[config.mk]
export PLATFORM = sky130hd
export DESIGN_NAME = sdmem_arbiter_flat
export DESIGN_NICKNAME = d
export VERILOG_FILES = /design/src/rtl/sdmem_arbiter_if.sv /design/src/rtl/sdmem_arbiter.sv /design/src/flat_wrapper.sv
export SDC_FILE = /design/constraint.sdc
export NUM_CORES = 1
export LEC_CHECK = 0
export ABC_AREA = 1
export CAP_MARGIN = 40
export CORE_AREA = 2 2 121 123
export DETAILED_ROUTE_END_ITERATION = 6
export DIE_AREA = 0 0 123 125
export PLACE_DENSITY_LB_ADDON = 0.1
export SLEW_MARGIN = 10
export SYNTH_ARGS = -nofsm -noshare
export SYNTH_HDL_FRONTEND = slang
export SYNTH_SLANG_ARGS = --single-unit
[constraint.sdc]
create_clock -name clk -period 3.6 [get_ports clk]
set_clock_uncertainty 0.1 [all_clocks]
set_input_delay 0.36 -clock clk [delete_from_list [all_inputs] [get_ports clk]]
set_output_delay 0.36 -clock clk [all_outputs]
set_load 0.02 [all_outputs]
[src/rtl/sdmem_arbiter_if.sv]
// Requester-side bundle for sdmem_arbiter: port 0 (scalar LSU) and port 1 (vector LSU).
// Optional macro SDMEM_ARB_ALIGN_CHECK_EN adds the per-port pX_rsp_err_o pulse.
//
// Handshake: a request is accepted in a cycle where valid and ready are both high.
// Ready is combinational and may depend on valid. While valid is high and ready is
// low, the requester holds every request field stable. Responses come one cycle after
// acceptance as a single-cycle pulse and cannot be back-pressured.
interface sdmem_arbiter_if #(
    parameter int DATA_WIDTH = 32
);
    logic                  p0_valid_i;
    logic                  p0_ready_o;
    logic                  p0_we_i;
    logic [1:0]            p0_size_i;
    logic [DATA_WIDTH-1:0] p0_addr_i;
    logic [DATA_WIDTH-1:0] p0_wdata_i;
    logic                  p0_rsp_valid_o;
    logic [DATA_WIDTH-1:0] p0_rsp_rdata_o;

    logic                  p1_valid_i;
    logic                  p1_ready_o;
    logic                  p1_we_i;
    logic [1:0]            p1_size_i;
    logic [DATA_WIDTH-1:0] p1_addr_i;
    logic [DATA_WIDTH-1:0] p1_wdata_i;
    logic                  p1_rsp_valid_o;
    logic [DATA_WIDTH-1:0] p1_rsp_rdata_o;
    logic                  p1_lock_i;

`ifdef SDMEM_ARB_ALIGN_CHECK_EN
    logic                  p0_rsp_err_o;
    logic                  p1_rsp_err_o;

    modport master (
        output p0_valid_i, p0_we_i, p0_size_i, p0_addr_i, p0_wdata_i,
        input  p0_ready_o, p0_rsp_valid_o, p0_rsp_rdata_o, p0_rsp_err_o,
        output p1_valid_i, p1_we_i, p1_size_i, p1_addr_i, p1_wdata_i, p1_lock_i,
        input  p1_ready_o, p1_rsp_valid_o, p1_rsp_rdata_o, p1_rsp_err_o
    );

    modport slave (
        input  p0_valid_i, p0_we_i, p0_size_i, p0_addr_i, p0_wdata_i,
        output p0_ready_o, p0_rsp_valid_o, p0_rsp_rdata_o, p0_rsp_err_o,
        input  p1_valid_i, p1_we_i, p1_size_i, p1_addr_i, p1_wdata_i, p1_lock_i,
        output p1_ready_o, p1_rsp_valid_o, p1_rsp_rdata_o, p1_rsp_err_o
    );
`else
    modport master (
        output p0_valid_i, p0_we_i, p0_size_i, p0_addr_i, p0_wdata_i,
        input  p0_ready_o, p0_rsp_valid_o, p0_rsp_rdata_o,
        output p1_valid_i, p1_we_i, p1_size_i, p1_addr_i, p1_wdata_i, p1_lock_i,
        input  p1_ready_o, p1_rsp_valid_o, p1_rsp_rdata_o
    );

    modport slave (
        input  p0_valid_i, p0_we_i, p0_size_i, p0_addr_i, p0_wdata_i,
        output p0_ready_o, p0_rsp_valid_o, p0_rsp_rdata_o,
        input  p1_valid_i, p1_we_i, p1_size_i, p1_addr_i, p1_wdata_i, p1_lock_i,
        output p1_ready_o, p1_rsp_valid_o, p1_rsp_rdata_o
    );
`endif
endinterface

[src/rtl/sdmem_arbiter.sv]
// sdmem_arbiter: round-robin arbiter/sequencer in front of the byte-addressed data memory.
// Port 0 is the scalar LSU, port 1 the vector LSU; port 1 may lock the bus for bounded bursts.
// Optional macro SDMEM_ARB_ALIGN_CHECK_EN: misaligned half/word accesses are accepted but not
// forwarded to memory, and answered with a pX_rsp_err_o pulse one cycle later.
// The FSM state is visible on locked_o (ARB = 0, LOCKED = 1).
module sdmem_arbiter #(
    parameter int DATA_WIDTH = 32,
    parameter int MAX_LOCK   = 16
) (
    input  logic                  clk,
    input  logic                  rst,
    sdmem_arbiter_if.slave        bus,
    output logic                  mem_read_o,
    output logic                  mem_write_o,
    output logic [1:0]            mem_size_o,
    output logic [DATA_WIDTH-1:0] mem_addr_o,
    output logic [DATA_WIDTH-1:0] mem_wdata_o,
    input  logic [DATA_WIDTH-1:0] mem_rdata_i,
    output logic                  locked_o
);
    typedef enum logic {ST_ARB = 1'b0, ST_LOCKED = 1'b1} state_t;

    localparam logic [7:0] MAX_LOCK_C = 8'(MAX_LOCK);

    state_t     state_q, state_d;
    logic       rr_q, rr_d;          // 0 = port 0 wins a tie, 1 = port 1 wins a tie
    logic [7:0] lock_cnt_q, lock_cnt_d;

    logic                  grant0, grant1;
    logic                  sel_we;
    logic [1:0]            sel_size;
    logic [DATA_WIDTH-1:0] sel_addr, sel_wdata;
    logic                  misalign, forward;
    logic                  p0_rsp_valid_d, p1_rsp_valid_d;
    logic                  p0_rsp_valid_q, p1_rsp_valid_q;
    logic [DATA_WIDTH-1:0] p0_rsp_rdata_q, p1_rsp_rdata_q;
`ifdef SDMEM_ARB_ALIGN_CHECK_EN
    logic                  p0_rsp_err_d, p1_rsp_err_d;
    logic                  p0_rsp_err_q, p1_rsp_err_q;
`endif

    // State register: FSM state, round-robin pointer and lock counter.
    always_ff @(posedge clk) begin
        if (rst) begin
            state_q    <= ST_ARB;
            rr_q       <= 1'b0;
            lock_cnt_q <= 8'd0;
        end else begin
            state_q    <= state_d;
            rr_q       <= rr_d;
            lock_cnt_q <= lock_cnt_d;
        end
    end

    // Next-state logic: pointer moves away from the winner; port 1 may lock the bus.
    always_comb begin
        state_d    = state_q;
        rr_d       = rr_q;
        lock_cnt_d = lock_cnt_q;
        case (state_q)
            ST_ARB: begin
                if (grant0) begin
                    rr_d = 1'b1;
                end else if (grant1) begin
                    rr_d = 1'b0;
                    // With MAX_LOCK = 1 the first locked grant already exhausts the budget.
                    if (bus.p1_lock_i && (MAX_LOCK_C > 8'd1)) begin
                        state_d    = ST_LOCKED;
                        lock_cnt_d = 8'd1;
                    end
                end
            end
            ST_LOCKED: begin
                if (grant1) begin
                    if (!bus.p1_lock_i || ((lock_cnt_q + 8'd1) >= MAX_LOCK_C)) begin
                        state_d    = ST_ARB;
                        lock_cnt_d = 8'd0;
                        rr_d       = 1'b0;
                    end else begin
                        lock_cnt_d = lock_cnt_q + 8'd1;
                    end
                end
            end
            default: state_d = ST_ARB;
        endcase
    end

    // Output logic: grant selection, request mux and memory drive (all zero when idle or in reset).
    always_comb begin
        grant0 = 1'b0;
        grant1 = 1'b0;
        if (!rst) begin
            if (state_q == ST_LOCKED) begin
                grant1 = bus.p1_valid_i;
            end else if (bus.p0_valid_i && (!bus.p1_valid_i || !rr_q)) begin
                grant0 = 1'b1;
            end else begin
                grant1 = bus.p1_valid_i;
            end
        end

        sel_we    = grant1 ? bus.p1_we_i    : bus.p0_we_i;
        sel_size  = grant1 ? bus.p1_size_i  : bus.p0_size_i;
        sel_addr  = grant1 ? bus.p1_addr_i  : bus.p0_addr_i;
        sel_wdata = grant1 ? bus.p1_wdata_i : bus.p0_wdata_i;

        misalign = 1'b0;
`ifdef SDMEM_ARB_ALIGN_CHECK_EN
        misalign = ((sel_size == 2'b01) && sel_addr[0]) ||
                   (sel_size[1] && (sel_addr[1:0] != 2'b00));
`endif
        forward = (grant0 || grant1) && !misalign;

        mem_read_o  = forward && !sel_we;
        mem_write_o = forward && sel_we;
        mem_size_o  = forward ? sel_size  : 2'b00;
        mem_addr_o  = forward ? sel_addr  : '0;
        mem_wdata_o = forward ? sel_wdata : '0;

        p0_rsp_valid_d = grant0 && forward && !sel_we;
        p1_rsp_valid_d = grant1 && forward && !sel_we;
`ifdef SDMEM_ARB_ALIGN_CHECK_EN
        p0_rsp_err_d = grant0 && misalign;
        p1_rsp_err_d = grant1 && misalign;
`endif
    end

    // Response registers: capture read data at the end of the accept cycle.
    always_ff @(posedge clk) begin
        if (rst) begin
            p0_rsp_valid_q <= 1'b0;
            p1_rsp_valid_q <= 1'b0;
            p0_rsp_rdata_q <= '0;
            p1_rsp_rdata_q <= '0;
`ifdef SDMEM_ARB_ALIGN_CHECK_EN
            p0_rsp_err_q   <= 1'b0;
            p1_rsp_err_q   <= 1'b0;
`endif
        end else begin
            p0_rsp_valid_q <= p0_rsp_valid_d;
            p1_rsp_valid_q <= p1_rsp_valid_d;
            if (p0_rsp_valid_d) p0_rsp_rdata_q <= mem_rdata_i;
            if (p1_rsp_valid_d) p1_rsp_rdata_q <= mem_rdata_i;
`ifdef SDMEM_ARB_ALIGN_CHECK_EN
            p0_rsp_err_q   <= p0_rsp_err_d;
            p1_rsp_err_q   <= p1_rsp_err_d;
`endif
        end
    end

    assign bus.p0_ready_o     = grant0;
    assign bus.p1_ready_o     = grant1;
    assign bus.p0_rsp_valid_o = p0_rsp_valid_q;
    assign bus.p1_rsp_valid_o = p1_rsp_valid_q;
    assign bus.p0_rsp_rdata_o = p0_rsp_rdata_q;
    assign bus.p1_rsp_rdata_o = p1_rsp_rdata_q;
`ifdef SDMEM_ARB_ALIGN_CHECK_EN
    assign bus.p0_rsp_err_o   = p0_rsp_err_q;
    assign bus.p1_rsp_err_o   = p1_rsp_err_q;
`endif
    assign locked_o = (state_q == ST_LOCKED);

endmodule

[src/flat_wrapper.sv]
// flat-port wrapper written by rule: the top's interface ports become plain ports
module sdmem_arbiter_flat 
#(
    parameter int DATA_WIDTH = 32,
    parameter int MAX_LOCK   = 16
)
  (clk, rst, mem_read_o, mem_write_o, mem_size_o, mem_addr_o, mem_wdata_o, mem_rdata_i, locked_o, bus_p0_valid_i, bus_p0_we_i, bus_p0_size_i, bus_p0_addr_i, bus_p0_wdata_i, bus_p0_ready_o, bus_p0_rsp_valid_o, bus_p0_rsp_rdata_o, bus_p1_valid_i, bus_p1_we_i, bus_p1_size_i, bus_p1_addr_i, bus_p1_wdata_i, bus_p1_lock_i, bus_p1_ready_o, bus_p1_rsp_valid_o, bus_p1_rsp_rdata_o);
  sdmem_arbiter_if #(.DATA_WIDTH(DATA_WIDTH)) bus_i ();
  input  logic clk;
  input  logic rst;
  output logic mem_read_o;
  output logic mem_write_o;
  output logic [1:0] mem_size_o;
  output logic [DATA_WIDTH-1:0] mem_addr_o;
  output logic [DATA_WIDTH-1:0] mem_wdata_o;
  input  logic [DATA_WIDTH-1:0] mem_rdata_i;
  output logic locked_o;
  input wire logic [$bits(bus_i.p0_valid_i)-1:0] bus_p0_valid_i;
  input wire logic [$bits(bus_i.p0_we_i)-1:0] bus_p0_we_i;
  input wire logic [$bits(bus_i.p0_size_i)-1:0] bus_p0_size_i;
  input wire logic [$bits(bus_i.p0_addr_i)-1:0] bus_p0_addr_i;
  input wire logic [$bits(bus_i.p0_wdata_i)-1:0] bus_p0_wdata_i;
  output wire logic [$bits(bus_i.p0_ready_o)-1:0] bus_p0_ready_o;
  output wire logic [$bits(bus_i.p0_rsp_valid_o)-1:0] bus_p0_rsp_valid_o;
  output wire logic [$bits(bus_i.p0_rsp_rdata_o)-1:0] bus_p0_rsp_rdata_o;
  input wire logic [$bits(bus_i.p1_valid_i)-1:0] bus_p1_valid_i;
  input wire logic [$bits(bus_i.p1_we_i)-1:0] bus_p1_we_i;
  input wire logic [$bits(bus_i.p1_size_i)-1:0] bus_p1_size_i;
  input wire logic [$bits(bus_i.p1_addr_i)-1:0] bus_p1_addr_i;
  input wire logic [$bits(bus_i.p1_wdata_i)-1:0] bus_p1_wdata_i;
  input wire logic [$bits(bus_i.p1_lock_i)-1:0] bus_p1_lock_i;
  output wire logic [$bits(bus_i.p1_ready_o)-1:0] bus_p1_ready_o;
  output wire logic [$bits(bus_i.p1_rsp_valid_o)-1:0] bus_p1_rsp_valid_o;
  output wire logic [$bits(bus_i.p1_rsp_rdata_o)-1:0] bus_p1_rsp_rdata_o;
  assign bus_i.p0_valid_i = bus_p0_valid_i;
  assign bus_i.p0_we_i = bus_p0_we_i;
  assign bus_i.p0_size_i = bus_p0_size_i;
  assign bus_i.p0_addr_i = bus_p0_addr_i;
  assign bus_i.p0_wdata_i = bus_p0_wdata_i;
  assign bus_p0_ready_o = bus_i.p0_ready_o;
  assign bus_p0_rsp_valid_o = bus_i.p0_rsp_valid_o;
  assign bus_p0_rsp_rdata_o = bus_i.p0_rsp_rdata_o;
  assign bus_i.p1_valid_i = bus_p1_valid_i;
  assign bus_i.p1_we_i = bus_p1_we_i;
  assign bus_i.p1_size_i = bus_p1_size_i;
  assign bus_i.p1_addr_i = bus_p1_addr_i;
  assign bus_i.p1_wdata_i = bus_p1_wdata_i;
  assign bus_i.p1_lock_i = bus_p1_lock_i;
  assign bus_p1_ready_o = bus_i.p1_ready_o;
  assign bus_p1_rsp_valid_o = bus_i.p1_rsp_valid_o;
  assign bus_p1_rsp_rdata_o = bus_i.p1_rsp_rdata_o;
  sdmem_arbiter #(.DATA_WIDTH(DATA_WIDTH), .MAX_LOCK(MAX_LOCK)) u_core (.clk(clk), .rst(rst), .bus(bus_i), .mem_read_o(mem_read_o), .mem_write_o(mem_write_o), .mem_size_o(mem_size_o), .mem_addr_o(mem_addr_o), .mem_wdata_o(mem_wdata_o), .mem_rdata_i(mem_rdata_i), .locked_o(locked_o));
endmodule
# --- After elaboration in Yosys (flattened, before gate mapping) ---
# Index checks and enable logic that the tools add are counted.
totals:
  output_inout_bits: 137
  regBits: 76
  inputBits: 171
op_classes:
  n_reduce_logical: 16
  muxes: 30
  n_lt_le_gt_ge: 1
  add_sub_neg: 1
  n_bitwise: 1
  n_eq_ne: 6
ops:
  columns: ["cell", "count"]
  rows:
  - ["32-bit 2-to-1 mux", 4]
  - ["8-bit 2-to-1 mux", 5]
  - ["1-bit 2-to-1 mux", 16]
  - ["8-bit one-hot mux with 2 select lines", 1]
  - ["2-bit != test (second input constant)", 5]
  - ["8-bit by 1-bit adder with 8-bit output (second input constant)", 1]
  - ["8-bit by 5-bit >= comparator with 1-bit output (second input constant)", 1]
  - ["1-bit logical AND", 7]
  - ["1-bit logical NOT", 4]
  - ["2-bit 2-to-1 mux", 2]
  - ["1-bit one-hot mux with 2 select lines", 2]
  - ["4-bit AND reduction", 1]
  - ["1-bit logical OR", 3]
  - ["3-bit != test (second input constant)", 1]
  - ["3-bit AND reduction", 1]
  - ["1-bit NOT", 1]

# --- Longest topological paths before layout ---
logic_depth:
  depth_word: 9
  mapped_depth: 11
  depth_no_buf: 11

# --- Worst setup path after synthesis ---
# OpenSTA, ideal clock, no wires.
synth_path:
  kind: "register -> output"
  startpoint: "reg u_core.state_q, in the netlist u_core.locked_o"
  endpoint: "out mem_addr_o[10]"
  n_path_buf: 2
  arrival_ps: 1612
  stages_incl_launch_ff: 9
  path_slack_ps: 1528
  cell_sequence: "dfxtp_1 > inv_2 > nand3_2 > nand2_4 > inv_2 > buf_4 > buf_2 > nand2_1 > a21oi_1"
synth_via:
  elab_chain_len: 4
  word_cells_on_any_way: 7
  cone_classes: "6 x mux; 1 x reduce/logical"
synth_rtl:
  columns: ["item", "line_no", "source"]
  rows:
  - ["start: declaration", "sdmem_arbiter.sv:25", "state_t state_q, state_d;"]
  - ["start signal: assignment", "sdmem_arbiter.sv:49", "state_q <= state_d;"]
  - ["1-bit 2-to-1 mux *", "sdmem_arbiter.sv:93", "if (state_q == ST_LOCKED) begin"]
  - ["1-bit 2-to-1 mux *", "sdmem_arbiter.sv:92", "if (!rst) begin"]
  - ["net bus_p1_ready_o", "flat_wrapper.sv:32", "output wire logic [$bits(bus_i.p1_ready_o)-1:0] bus_p1_ready_o;"]
  - ["32-bit 2-to-1 mux or 1-bit logical OR (tied branches)", "sdmem_arbiter.sv:104, sdmem_arbiter.sv:112", null]
  - ["32-bit 2-to-1 mux *", "sdmem_arbiter.sv:117", "mem_addr_o = forward ? sel_addr : '0;"]
  - ["end: declaration", "flat_wrapper.sv:14", "output logic [DATA_WIDTH-1:0] mem_addr_o;"]
# Mark *: on every way through the listed nets, which the timed path passes. The rest lies on a longest branch.

# --- Worst setup path after layout ---
layout_path:
  startpoint: "in rst"
  endpoint: "out mem_wdata_o[16]"
layout_via:
  elab_chain_len: 3
  word_cells_on_any_way: 5
  cone_classes: "4 x mux; 1 x reduce/logical"
layout_rtl:
  columns: ["item", "line_no", "source"]
  rows:
  - ["start: declaration", "flat_wrapper.sv:10", "input logic rst;"]
  - ["1-bit 2-to-1 mux", "sdmem_arbiter.sv:92", null]
  - ["32-bit 2-to-1 mux or 1-bit logical OR (tied branches)", "sdmem_arbiter.sv:105, sdmem_arbiter.sv:112", null]
  - ["32-bit 2-to-1 mux *", "sdmem_arbiter.sv:118", "mem_wdata_o = forward ? sel_wdata : '0;"]
  - ["end: declaration", "flat_wrapper.sv:15", "output logic [DATA_WIDTH-1:0] mem_wdata_o;"]
# Mark *: on every way between the ends. The rest lies on a longest branch, timed or not.

==> results_dict.tcl <==
set metrics [dict create \
    status "finished, final reports clean" \
    switching_share_pct 28.9 \
    min_path_cells 2 \
    multi_input_area_sq_mm 0.00199 \
    worstSetupStartpointType "input port" \
    ir_drop_mv 0.269 \
    io_pins 308 \
    hold_start "u_core.lock_cnt_q[7]" \
    crit_type "in -> out" \
    drt_wl_total_um 17700 \
    power_frac_comb_pct 30.6 \
    ant_nets 0 \
    hold_buffers 0 \
    coreArea_sq_mm 0.0142 \
    grt_pass1_vias 4598 \
    power_per_cell_area_mw_per_mm2 348 \
    final.fill_count 1458 \
    die-area_sq_mm 0.0154 \
    synth_mux_area_share_pct 0 \
    wire_per_inst_um 15.6 \
    utilization_pct 53.0 \
    ys_seq_elements 76 \
    synth.area.top_cells "dfxtp_1 (38%), nor2_1 (18%), nand2_1 (11%), o21ai_0 (8.7%), inv_1 (6.4%)" \
    drv_slew 0 \
    die_h_um 125 \
    r2r_end "u_core.bus.p0_rsp_rdata_o[29]" \
    grt-ovfl-total 0 \
    setup_viol 0 \
    seq_area_sq_mm 0.00152 \
    min_to "u_core.lock_cnt_q[7]" \
    synthDistinctLibCells 23 \
    cts_tree "yes" \
    globalplace.congestion 0.852 \
    slew_headroom_pct 57.4 \
    num_rows 44 \
    grt_usage_pct 21.8 \
    area_delta_synth_final_pct 87.7 \
    path_cells "clkdlybuf4s50_1, inv_2, buf_4, nand4_2, nand2_1, inv_2, buf_12, nor2_1, o21ai_0, inv_1, clkdlybuf4s50_1" \
    initial_core_util_pct 28.2 \
    maxCapViolations 0 \
    clk_pin_slew_worst_paths_ns 0.05 \
    internal_power_mw 1.86 \
    finalCriticalPeriod_ns 3.07 \
    drive_gt1_share_pct 4.42 \
    power_switching_mw 0.758 \
    antenna_cells 0 \
    vias_per_cell 4.47 \
    rr_worst_depth 9 \
    r2r_start "u_core.locked_o" \
    cts_buffer_depth 2 \
    cts-root-buf "clkbuf_16" \
    fin_cells 1134 \
    cts.sinks 76 \
    slowest_delay_ns 0.60 \
    chipWidth_um 123 \
    crit_fanout 68 \
    synth_top_cell_by_area "dfxtp_1" \
    final.setup.tns_ns 0 \
    antenna_found_initial 1 \
    critPathRequiredTime_ns 3.14 \
    first_pass_iters 4 \
    slowest_stage "clkdlybuf4s50_1" \
    avgSynthCellArea_sq_um 6.09 \
    synthAdderAreaFrac_pct 0.312 \
    reg2reg_slack_ns 1.48 \
    timing.final.crit_share_pct 85.4 \
    synthSimpleGateAreaFrac_pct 31.9 \
    cts_inserted_buffers 9 \
    htreeDepth 3 \
    p_leak_nw 3.28 \
    endpoint_kind "primary output" \
    clock.fmax_ghz 0.325 \
    rsz0062_at_grt "false" \
    dp_cells 1118 \
    worstSkewPairLatency_ns 0.33 \
    syn_inst 659 \
    syn_nets 831 \
    synth-xor-area-share_pct 0 \
    vias 5072 \
    timing.hold.ws_ns 0.358 \
    grt_max_degree 69 \
    synth_top_area_share_pct 37.9 \
    cts_setup_buffers 0 \
    synth_compound_area_share_pct 17.4 \
    worst_pin_slew_ns 0.638 \
    synth_top_family_by_area "simple AND/OR/NAND/NOR gates" \
    hp-class "reg -> reg" \
    arrival_ns 2.61 \
    grt_pass1_wl_um 26100 \
    drc 0 \
    dr.first_iter.drc_count 331 \
    finalHoldViolCount 0 \
    yosys_warnings 0 \
    portBuffers 307 \
    synth_area_sq_mm 0.00401 \
    ys_seq_area_share_pct 37.9 \
    place_hpwl_um 13200 \
    post_cts_resize_count 0 \
    layout.nets 1117 \
    power_frac_seq_pct 34.1 \
    clkPwrFrac_pct 35.2 \
]
[worst max-delay path by stage]
stage,from,to,cells after the start
floorplan,u_core.locked_o,mem_addr_o[10],8
global placement,rst,mem_wdata_o[16],11
detailed placement,rst,mem_wdata_o[31],11
CTS,rst,mem_wdata_o[31],11
global route,bus_p1_valid_i,mem_wdata_o[12],11
finish,rst,mem_wdata_o[16],11
[metal layers]
layer | share of wire [%] | GRT usage, % | vias up
met1 | 42 | 27.3 | 2243
met2 | 46 | 35.4 | 193
met3 | 9.9 | 7.34 | 27
met4 | 2.2 | 6.68 | 2
met5 | 0.057 | 0 | -
li1 | - | - | 2607
[worst max-delay path, delay by kind of cell]
family	cells	cell delay (ns)
buf+inv	7	1.64
simple gates	3	0.42
compound gates	1	0.13
[flip-flops by register name (all words and copies together) (netlist names)]
name,count
u_core.bus.p1_rsp_rdata_o,32
u_core.rr_q,1
u_core.bus.p1_rsp_valid_o,1
u_core.locked_o,1
u_core.lock_cnt_q,8
u_core.bus.p0_rsp_rdata_o,32
u_core.bus.p0_rsp_valid_o,1
[synth_stat cells]
cell type and number:
a21oi_1 45, buf_2 13, buf_4 3, buf_6 4
clkbuf_1 21, dfxtp_1 76, ha_1 1, inv_1 68
inv_2 9, nand2_1 113, nand2_2 2, nand2_4 1
nand3_1 8, nand3_2 2, nand3b_1 1, nand4_1 1
nand4_2 1, nor2_1 191, nor2_2 2, nor3_1 3
o21ai_0 70, o21ai_1 23, o21bai_1 1
[cell type report]
class | instances | area share (%)
Multi-Input combinational cell | 465 | 26.4
Clock buffer | 11 | 3.36
Sequential cell | 76 | 20.2
Clock inverter | 5 | 0.764
Inverter | 77 | 3.84
Timing Repair Buffer | 316 | 42.4
Tap cell | 184 | 3.06
[placed cells by master, fill, tap and decap left out, drive strengths merged]
cell	instances
nand2	116
ha	1
nor3	3
clkbuf	11
o21ai	93
nand4	2
dfxtp	76
a21oi	45
buf	9
clkinv	3
nand3	10
o21bai	1
nand3b	1
bufinv	1
nor2	193
clkdlybuf4s50	307
inv	78
[kinds of logic (layout without fill, tap and decap cells)]
kind of cell	Yosys count	count (layout)
DFF	76	76
adders and majority gates	1	1
buffers and inverters	118	409
and+or+nand+nor	325	325
AOI/OAI and AO/OA	139	139
[power by group through the flow]
stage	clock (mW)	combinational [mW]	sequential, mW
detailed placement	0	0.804	0.911
finish	0.923	0.802	0.894
floorplan	0	0.310	0.950
global route	0.974	0.864	0.898
CTS	0.937	0.810	0.894
global placement	0	0.806	0.911
[per-stage QoR]
stage / cell area [sq um] / worst slack, ns / power (mW)
6_report: 7530 / 0.525 / 2.62
5_1_grt: 7530 / 0.398 / 2.74
4_1_cts: 7530 / 0.549 / 2.64
3_5_place_dp: 7220 / 0.559 / 1.72
3_3_place_gp: 7220 / 0.559 / 1.72
2_1_floorplan: 4010 / 1.53 / 1.26
(Power assumes the default switching activity.)
